**src/rtl/uart_rx_frame.sv**
```systemverilog
// uart_rx_frame: 8N1 UART receiver with sync-preamble lock and 4-byte frame
// reassembly (custom_cmd, cmd, data[15:8], data[7:0]).
//
// Optional build macro: UART_RX_TIMEOUT_EN -- adds an inter-byte idle timeout
// that drops a partial frame while staying locked.
//
// Ports:
//   clk           system clock
//   reset_n       asynchronous active-low reset
//   rx            serial input, idle high, asynchronous to clk
//   o_rx_dv       one-cycle strobe, o_rx_byte valid
//   o_rx_byte     last correctly framed byte
//   o_frame_err   one-cycle strobe, stop bit sampled low
//   o_locked      preamble seen, assembler collecting frames
//   o_frame_valid one-cycle strobe, frame fields updated
//   o_custom_cmd  frame byte 0
//   o_cmd         frame byte 1
//   o_data        frame bytes 2 (MSB) and 3 (LSB)
module uart_rx_frame #(
  parameter int CLKS_PER_BIT = 5000,
  parameter int SYNC_BYTES   = 2,
  parameter int TIMEOUT_BITS = 20
) (
  input  logic        clk,
  input  logic        reset_n,
  input  logic        rx,
  output logic        o_rx_dv,
  output logic [7:0]  o_rx_byte,
  output logic        o_frame_err,
  output logic        o_locked,
  output logic        o_frame_valid,
  output logic [7:0]  o_custom_cmd,
  output logic [7:0]  o_cmd,
  output logic [15:0] o_data
);

  localparam logic [31:0] BIT_LAST = 32'(CLKS_PER_BIT - 1);
  localparam logic [31:0] HALF_BIT = 32'((CLKS_PER_BIT - 1) / 2);
  localparam logic [7:0]  SYNC_TGT = 8'(SYNC_BYTES);
  localparam logic [31:0] TO_LIMIT = 32'(TIMEOUT_BITS * CLKS_PER_BIT);

  typedef enum logic [2:0] {S_IDLE, S_START, S_DATA, S_STOP, S_CLEANUP} rx_state_e;
  typedef enum logic {A_HUNT, A_COLLECT} asm_state_e;

  // Two-flop synchroniser; resets to the idle (high) line level.
  logic rx_meta_q, rxs_q;
  always_ff @(posedge clk or negedge reset_n) begin
    if (!reset_n) begin
      rx_meta_q <= 1'b1;
      rxs_q     <= 1'b1;
    end else begin
      rx_meta_q <= rx;
      rxs_q     <= rx_meta_q;
    end
  end

  // Byte receiver
  rx_state_e   rx_state_q, rx_state_d;
  logic [31:0] clk_cnt_q, clk_cnt_d;
  logic [2:0]  bit_idx_q, bit_idx_d;
  logic [7:0]  shift_q, shift_d;
  logic [7:0]  rx_byte_q, rx_byte_d;
  logic        rx_dv_q, rx_dv_d;
  logic        frame_err_q, frame_err_d;

  always_comb begin
    rx_state_d  = rx_state_q;
    clk_cnt_d   = clk_cnt_q;
    bit_idx_d   = bit_idx_q;
    shift_d     = shift_q;
    rx_byte_d   = rx_byte_q;
    rx_dv_d     = 1'b0;
    frame_err_d = 1'b0;
    case (rx_state_q)
      S_IDLE: begin
        clk_cnt_d = '0;
        bit_idx_d = '0;
        if (!rxs_q) rx_state_d = S_START;
      end
      S_START: begin
        if (clk_cnt_q == HALF_BIT) begin
          clk_cnt_d  = '0;
          // Line back high at mid start bit: a glitch, not a start.
          rx_state_d = rxs_q ? S_IDLE : S_DATA;
        end else begin
          clk_cnt_d = clk_cnt_q + 32'd1;
        end
      end
      S_DATA: begin
        if (clk_cnt_q == BIT_LAST) begin
          clk_cnt_d          = '0;
          shift_d[bit_idx_q] = rxs_q;
          if (bit_idx_q == 3'd7) begin
            bit_idx_d  = '0;
            rx_state_d = S_STOP;
          end else begin
            bit_idx_d = bit_idx_q + 3'd1;
          end
        end else begin
          clk_cnt_d = clk_cnt_q + 32'd1;
        end
      end
      S_STOP: begin
        if (clk_cnt_q == BIT_LAST) begin
          clk_cnt_d = '0;
          if (rxs_q) begin
            rx_byte_d = shift_q;
            rx_dv_d   = 1'b1;
          end else begin
            frame_err_d = 1'b1;
          end
          rx_state_d = S_CLEANUP;
        end else begin
          clk_cnt_d = clk_cnt_q + 32'd1;
        end
      end
      S_CLEANUP: rx_state_d = S_IDLE;
      default:   rx_state_d = S_IDLE;
    endcase
  end

  always_ff @(posedge clk or negedge reset_n) begin
    if (!reset_n) begin
      rx_state_q  <= S_IDLE;
      clk_cnt_q   <= '0;
      bit_idx_q   <= '0;
      shift_q     <= '0;
      rx_byte_q   <= '0;
      rx_dv_q     <= 1'b0;
      frame_err_q <= 1'b0;
    end else begin
      rx_state_q  <= rx_state_d;
      clk_cnt_q   <= clk_cnt_d;
      bit_idx_q   <= bit_idx_d;
      shift_q     <= shift_d;
      rx_byte_q   <= rx_byte_d;
      rx_dv_q     <= rx_dv_d;
      frame_err_q <= frame_err_d;
    end
  end

  // Frame assembler
  asm_state_e  asm_q, asm_d;
  logic [7:0]  sync_cnt_q, sync_cnt_d;
  logic [1:0]  col_idx_q, col_idx_d;
  logic [7:0]  sh0_q, sh0_d, sh1_q, sh1_d, sh2_q, sh2_d;
  logic        locked_q, locked_d;
  logic        fv_q, fv_d;
  logic [7:0]  custom_q, custom_d, cmd_q, cmd_d;
  logic [15:0] data_q, data_d;
  logic [31:0] idle_cnt_q, idle_cnt_d;

  always_comb begin
    asm_d      = asm_q;
    sync_cnt_d = sync_cnt_q;
    col_idx_d  = col_idx_q;
    sh0_d      = sh0_q;
    sh1_d      = sh1_q;
    sh2_d      = sh2_q;
    locked_d   = locked_q;
    fv_d       = 1'b0;
    custom_d   = custom_q;
    cmd_d      = cmd_q;
    data_d     = data_q;
    idle_cnt_d = '0;
    if (frame_err_q) begin
      asm_d      = A_HUNT;
      locked_d   = 1'b0;
      sync_cnt_d = '0;
      col_idx_d  = '0;
    end else if (rx_dv_q) begin
      if (asm_q == A_HUNT) begin
        if (rx_byte_q == 8'hFF) begin
          if (sync_cnt_q + 8'd1 >= SYNC_TGT) begin
            asm_d      = A_COLLECT;
            locked_d   = 1'b1;
            sync_cnt_d = '0;
            col_idx_d  = '0;
          end else begin
            sync_cnt_d = sync_cnt_q + 8'd1;
          end
        end else begin
          sync_cnt_d = '0;
        end
      end else if (!(col_idx_q == 2'd0 && rx_byte_q == 8'hFF)) begin
        // 0xFF at byte 0 is preamble filler and is dropped.
        case (col_idx_q)
          2'd0: sh0_d = rx_byte_q;
          2'd1: sh1_d = rx_byte_q;
          2'd2: sh2_d = rx_byte_q;
          default: begin
            // Last byte goes straight to the outputs so the frame
            // appears one cycle after its final byte strobe.
            custom_d = sh0_q;
            cmd_d    = sh1_q;
            data_d   = {sh2_q, rx_byte_q};
            fv_d     = 1'b1;
          end
        endcase
        col_idx_d = col_idx_q + 2'd1;  // 3 wraps to 0
      end
    end
`ifdef UART_RX_TIMEOUT_EN
    else if (asm_q == A_COLLECT && col_idx_q != 2'd0) begin
      if (idle_cnt_q == TO_LIMIT) begin
        col_idx_d = '0;  // drop partial frame, remain locked
      end else begin
        idle_cnt_d = idle_cnt_q + 32'd1;
      end
    end
`endif
  end

`ifndef UART_RX_TIMEOUT_EN
  // TIMEOUT_BITS only matters when the idle timeout is built in.
  logic unused_timeout;
  assign unused_timeout = ^{TO_LIMIT, idle_cnt_q};
`endif

  always_ff @(posedge clk or negedge reset_n) begin
    if (!reset_n) begin
      asm_q      <= A_HUNT;
      sync_cnt_q <= '0;
      col_idx_q  <= '0;
      sh0_q      <= '0;
      sh1_q      <= '0;
      sh2_q      <= '0;
      locked_q   <= 1'b0;
      fv_q       <= 1'b0;
      custom_q   <= '0;
      cmd_q      <= '0;
      data_q     <= '0;
      idle_cnt_q <= '0;
    end else begin
      asm_q      <= asm_d;
      sync_cnt_q <= sync_cnt_d;
      col_idx_q  <= col_idx_d;
      sh0_q      <= sh0_d;
      sh1_q      <= sh1_d;
      sh2_q      <= sh2_d;
      locked_q   <= locked_d;
      fv_q       <= fv_d;
      custom_q   <= custom_d;
      cmd_q      <= cmd_d;
      data_q     <= data_d;
      idle_cnt_q <= idle_cnt_d;
    end
  end

  assign o_rx_dv       = rx_dv_q;
  assign o_rx_byte     = rx_byte_q;
  assign o_frame_err   = frame_err_q;
  assign o_locked      = locked_q;
  assign o_frame_valid = fv_q;
  assign o_custom_cmd  = custom_q;
  assign o_cmd         = cmd_q;
  assign o_data        = data_q;

endmodule

```
**config.mk**
```make
export PLATFORM = sky130hd
export DESIGN_NAME = uart_rx_frame
export DESIGN_NICKNAME = d
export VERILOG_FILES = /design/src/rtl/uart_rx_frame.sv
export SDC_FILE = /design/constraint.sdc
export NUM_CORES = 1
export LEC_CHECK = 0
export ABC_AREA = 1
export ABC_CLOCK_PERIOD_IN_PS = 2050
export BUFFER_PORTS_ARGS = -buffer_cell sky130_fd_sc_hd__clkbuf_2
export CORE_ASPECT_RATIO = 1.2
export CORE_MARGIN = 2
export CORE_UTILIZATION = 45
export DETAILED_ROUTE_END_ITERATION = 10
export PLACE_DENSITY = 0.7
export SKIP_CTS_REPAIR_TIMING = 1
export SLEW_MARGIN = 20
export SYNTH_ARGS = -nofsm -noshare
export SYNTH_HDL_FRONTEND = slang
export SYNTH_SLANG_ARGS = --single-unit
```
**constraint.sdc**
```tcl
create_clock -name clk -period 2.05 [get_ports clk]
set_input_delay 0.1025 -clock clk [delete_from_list [all_inputs] [get_ports clk]]
set_output_delay 0.1025 -clock clk [all_outputs]
set_load 0.1 [all_outputs]
```
**Word level (Yosys, flattened, before mapping)**

Cells that the tools add are included.

- $add $sub $neg: 4
- $lt $le $gt $ge: 3
- Eq/ne operators: 16
- Muxes and demuxes: 48
- Bitwise logic cells: 3
- Reduce and logical (&&, ||, !) cells: 24

Operators by type and width:

| kind | number |
|---|---|
| $pmux W32 S3 | 1 |
| $mux W32 | 2 |
| $mux W8 | 5 |
| $add A32 B1 Y32 const B | 1 |
| $eq A32 B12 Y1 const B | 1 |
| $eq A32 B13 Y1 const B | 1 |
| $reduce_and A5 Y1 | 5 |
| $mux W1 | 22 |
| $mux W3 | 7 |
| $mux W2 | 7 |
| $ne A2 B2 Y1 const B | 6 |
| $pmux W3 S4 | 1 |
| $reduce_bool A3 Y1 | 3 |
| $add A8 B1 Y8 const B | 1 |
| $bwmux W8 | 1 |
| $eq A8 B8 Y1 const B | 1 |
| $ge A8 B2 Y1 const B | 1 |
| $reduce_and A4 Y1 | 2 |
| $reduce_bool A2 Y1 | 4 |
| $eq A3 B2 Y1 const B | 2 |
| $pmux W3 S2 | 1 |
| $reduce_and A2 Y1 | 3 |
| $lt A3 B4 Y1 const B | 1 |
| $add A3 B1 Y3 const B | 1 |
| other kinds (15) | 18 |

- Register bits: 127
- Output and inout bits: 44
- Word-level logic and storage cells: 118

**Depth between registers and ports, before layout**

- Depth in word-level cells: 7
- Depth in mapped cells: 11
- Gate-level depth less buffers: 11

**Least setup slack after synthesis**

OpenSTA, ideal clock, no wires.

- Path kind: flip-flop to flip-flop
- Start: reg rx_byte_q[6] (netlist: o_rx_byte[6])
- End: reg sh0_q[5]
- Arrival: 1942 ps
- Data required time: 1919 ps
- Setup slack: -23 ps
- Cell stages (with the launch flop): 9
- Path buffers: 1
- Cells stage by stage: dfrtp_1 nand4_1 nor2_1 nand2_1 nand2_1 inv_1 nand2_1 buf_2 o21ai_0

- Word-level cells in the longest chain between the ends: 4

RTL lines:

| item | RTL line | RTL |
|---|---|---|
| from (decl) | 62 | `logic [7:0] rx_byte_q, rx_byte_d;` |
| from (signal assigned) | 136 | `rx_byte_q <= rx_byte_d;` |
| $eq A8 B8 Y1 | 185 | `end else if (!(col_idx_q == 2'd0 && rx_byte_q == 8'hFF)) begin` |
| $logic_and A1 B1 Y1 | 185 |  |
| $not A1 Y1 (no source line) | - |  |
| $reduce_and A5 Y1 (no source line) | - |  |
| to (signal assigned) | 225 | `sh0_q <= '0;` |
| to (signal assigned) | 238 | `sh0_q <= sh0_d;` |
| to (decl) | 146 | `logic [7:0] sh0_q, sh0_d, sh1_q, sh1_d, sh2_q, sh2_d;` |

Every way passes these cells.
A chain may end at the register's enable or synchronous reset.

**Worst setup path after layout**

- Start: reg clk_cnt_q[1]
- End: reg clk_cnt_q[24]

- Word-level cells in the longest chain between the ends: 3
- Elaborated cells between the ends (all ways): 6
- Those cells by class: 1 x add/sub; 2 x eq/ne; 3 x mux

RTL lines:

| item | RTL line | RTL |
|---|---|---|
| from (decl) | 59 | `logic [31:0] clk_cnt_q, clk_cnt_d;` |
| from (signal assigned) | 133 | `clk_cnt_q <= clk_cnt_d;` |
| $add A32 B1 Y32 (tied with other cells) | 86, 100, 114 |  |
| $mux W32, on equally long branches | 90, 104, 81 |  |
| $pmux W32 S3 * | 74 | `case (rx_state_q)` |

Every way passes the cells marked *; elsewhere a longest branch is shown, timed or not.

==> summary.log <==
qor: outcome.run_status finished, final reports clean
qor: grt.maximum_number_of_pins_on_one_net_before_global_route_repair 48
qor: grt.groute.usage.overall 20.3%
qor: sta.final.setup.worst_slack 99.8 ps
qor: layout.num_antenna_cells 0
qor: drt.route.final.wire_length 14.3 mm
qor: power.p_seq_share 44.8%
qor: sta.worst_clock_skew 6.90 ps
qor: floorplan.fp.coreArea 13200 sq um
qor: sta.timing.final.hold_violations 0
qor: layout.final_core_occ 54.7%
qor: sta.timing_max_transition_violations_final 0
qor: clock_tree.tritoncts_clock_tree built
qor: run.max_cap_viol_count 0
qor: synth.ff_latch_count_synth 127
qor: drt.drt-pass1-iter-count 5
qor: sta.setup_violations 0
qor: placed_design.pre_cts_ws 83.0 ps
qor: worst_setup_path.worst_r2r_path_depth 10
qor: power.switching_power 1.18 mW
qor: layout.final_area 7240 sq um
qor: sta.worst_max_slew_pin_slew 621 ps
qor: hold_path.path_category_of_the_worst_min_delay_check in2async
qor: grt.via_count_of_the_first_global_routing_pass 4861
qor: placed_design.detailedPlacementHpwl 10.3 mm
qor: drt.drc 0
qor: sta.setup_total_negative_slack 0 ps
qor: clock_tree.htree_num_levels 4
qor: drt.average_routed_wire_per_standard_cell 13.9 um
qor: synth.synth.distinct_cells 30
qor: placed_design.dpl_cell_area 6600 sq um
qor: synth.synth_warnings 0
qor: sta.timing.final.crit_period 1950 ps
qor: power.power.static_leakage 3.49 nW
qor: clock_tree.cts_inserted_buffers 17
qor: worst_setup_path.setup.worst_path.class reg2reg
qor: drt.detailedRoute.firstIterationViolations 382
qor: layout.final_layout_size_suffix_gt1_share 14.4%
qor: worst_setup_path.worst_setup_path_start_kind register
qor: floorplan.std_cell_rows 46
qor: grt.grt_overflow 0
qor: placed_design.gp_congestion 0.942
qor: synth.syn-num-nets 795
qor: clock_tree.clock_pin_slew_on_the_worst_setup_and_hold_paths 50 ps
qor: placed_design.placedCellCount 992
qor: synth.synth_area_per_inst 7.83 sq um
qor: layout.layout.cells.most_common_list nand2_1, dfrtp_1, nor2_1
qor: floorplan.start_util 46.3%
qor: power.cell_internal_pwr 4.42 mW
qor: floorplan.boundaryPins 47
qor: layout.layout_commonest_cell nand2_1
qor: power.power.ir.vdd_worst 0.468 mV
qor: worst_setup_path.worst-endpoint-required 2340 ps
qor: power.comb_power_share 1.2%
qor: layout.area.growth.synth_to_final 18.2%
qor: drt.route.antenna.remaining_nets 0
qor: worst_setup_path.path_max_fanout 5
qor: synth.synthesis.area 6130 sq um
qor: floorplan.floorplan.die_area 14600 sq um
qor: sta.final_min_period_over_clock_period 95.1%
qor: synth.synth-seq-area-share 51.9%
qor: clock_tree.ctsRootBufferMaster clkbuf_16
qor: clock_tree.cts_max_path_buffers 2
qor: clock_tree.clock_sinks 127
qor: drt.avgViaCountPerCell 5.13
qor: sta.timing.slew.headroom 58.6%
qor: synth.netlist_instances 783
qor: synth.synth-edff-count 0
qor: power.cellPowerDensity 774 nW/um^2
qor: worst_setup_path.arrival 2240 ps
qor: clock_tree.clkLatencyLatePin 420 ps
qor: power.power.share.clock 53.9%
qor: placed_design.port_buffers 46
qor: worst_setup_path.element_type_at_the_critical_path_end register
qor: layout.cell_count_final_fillers_out 1027
qor: floorplan.die_height 132 um
qor: power.switching_share 21.1%
qor: sta.max_freq 513 MHz
qor: floorplan.die-width 111 um
qor: drt.vias_post_dr 5269
qor: synth.async_reset_ff_share 100%
qor: synth.synth-main-ff-cell dfrtp_1
qor: grt.antenna_found_initial 0
qor: grt.first_pass_grt_wire_length 23.9 mm
qor: layout.nNetsFinal 858
-- cell families after synthesis --
kind of cell / Yosys count / synth area share (%)
xor gates and xnor gates: 11 / 1.57
AOI/OAI and AO/OA: 96 / 8.41
and+or+nand+nor: 446 / 30.0
buffers and inverters: 94 / 6.29
DFF: 127 / 51.9
adders and majority gates: 9 / 1.84
-- power groups by stage --
| stage | registers [mW] | clock network (mW) | logic [mW] |
|---|---|---|---|
| 2_1_floorplan | 2.56 | 0 | 0.00410 |
| 3_3_place_gp | 2.56 | 0 | 0.0704 |
| 3_5_place_dp | 2.56 | 0 | 0.0702 |
| 4_1_cts | 2.51 | 3.07 | 0.0703 |
| 5_1_grt | 2.51 | 3.18 | 0.0818 |
| 6_report | 2.51 | 3.02 | 0.0688 |
-- final cells by class --
cell class / count / area (sq um)
Tap cell: 168 / 210
Multi-Input combinational cell: 563 / 2580
Clock buffer: 21 / 470
Clock inverter: 11 / 131
Timing Repair Buffer: 61 / 375
Inverter: 76 / 288
Fill cell: 1248 / 5990
Sequential cell: 127 / 3190
-- Yosys cell counts, types with 2 or more instances --
master    number  share of area (%)
xor2_1        10                1.4
nand2_1      265                 16
inv_2         10               0.61
nor3_1        13                1.1
clkbuf_1       9               0.55
o211ai_1       3               0.37
o22ai_1        9               0.92
inv_1         66                4.0
a21oi_1        4               0.33
nand2_2        2               0.20
ha_1           9                1.8
nand3_1       55                4.5
o31ai_1        2               0.24
o21ai_0       67                5.5
nor2_1        93                5.7
nor2_2         2               0.20
buf_6          3               0.55
o21ai_2        3               0.43
nor2_4         2               0.37
buf_2          5               0.41
dfrtp_1      125                 51
dfstp_2        2               0.86
nand4_1       10                1.0
o21ai_1        8               0.65
-- worst max-delay path: stages (launching register included) --
cell and delay, ps:
dfrtp_1 390, ha_2 250, nand2_1 90, nor2_1 230
inv_2 100, nor2_4 200, nand2_1 160, nor2_1 160
nand2_1 70, nand3_1 80, o21ai_0 80
-- state kept, by name (all words and copies together) (netlist names), 2 cells and up --
signal,flops
clk_cnt_q,32
o_data,16
o_cmd,8
o_custom_cmd,8
o_rx_byte,8
sh0_q,8
sh1_q,8
sh2_q,8
shift_q,8
sync_cnt_q,8
bit_idx_q,3
rx_state_q,3
col_idx_q,2
-- per-stage QoR --
| stage | power (mW) | hold WS [ps] |
|---|---|---|
| 5_1_grt | 5.77 | 297 |
| 3_3_place_gp | 2.63 | 165 |
| 6_report | 5.60 | 248 |
| 3_5_place_dp | 2.63 | 161 |
| 4_1_cts | 5.65 | -282 |
| 2_1_floorplan | 2.56 | -193 |
-- path summary, 6_finish.rpt --
kind | end | slack, ps | startpoint
setup / recovery | clk_cnt_q[24] | 100 | clk_cnt_q[1]
hold / removal | o_custom_cmd[1] | 250 | reset_n
setup reg to reg | clk_cnt_q[24] | 100 | clk_cnt_q[1]
hold reg to reg | rxs_q | 350 | rx_meta_q
max in group asynchronous | rxs_q | 1140 | reset_n
min in group clk | rx_meta_q | 310 | rx
-- routing by layer --
metal	vias to the layer above	GRT usage [%]	routed length, um
li1	2645	-	-
met1	2445	25.1	6210
met2	149	34.7	7090
met3	30	4.46	627
met4	0	8.26	366
met5	-	0	0
Power figures use the tool's default switching activity.
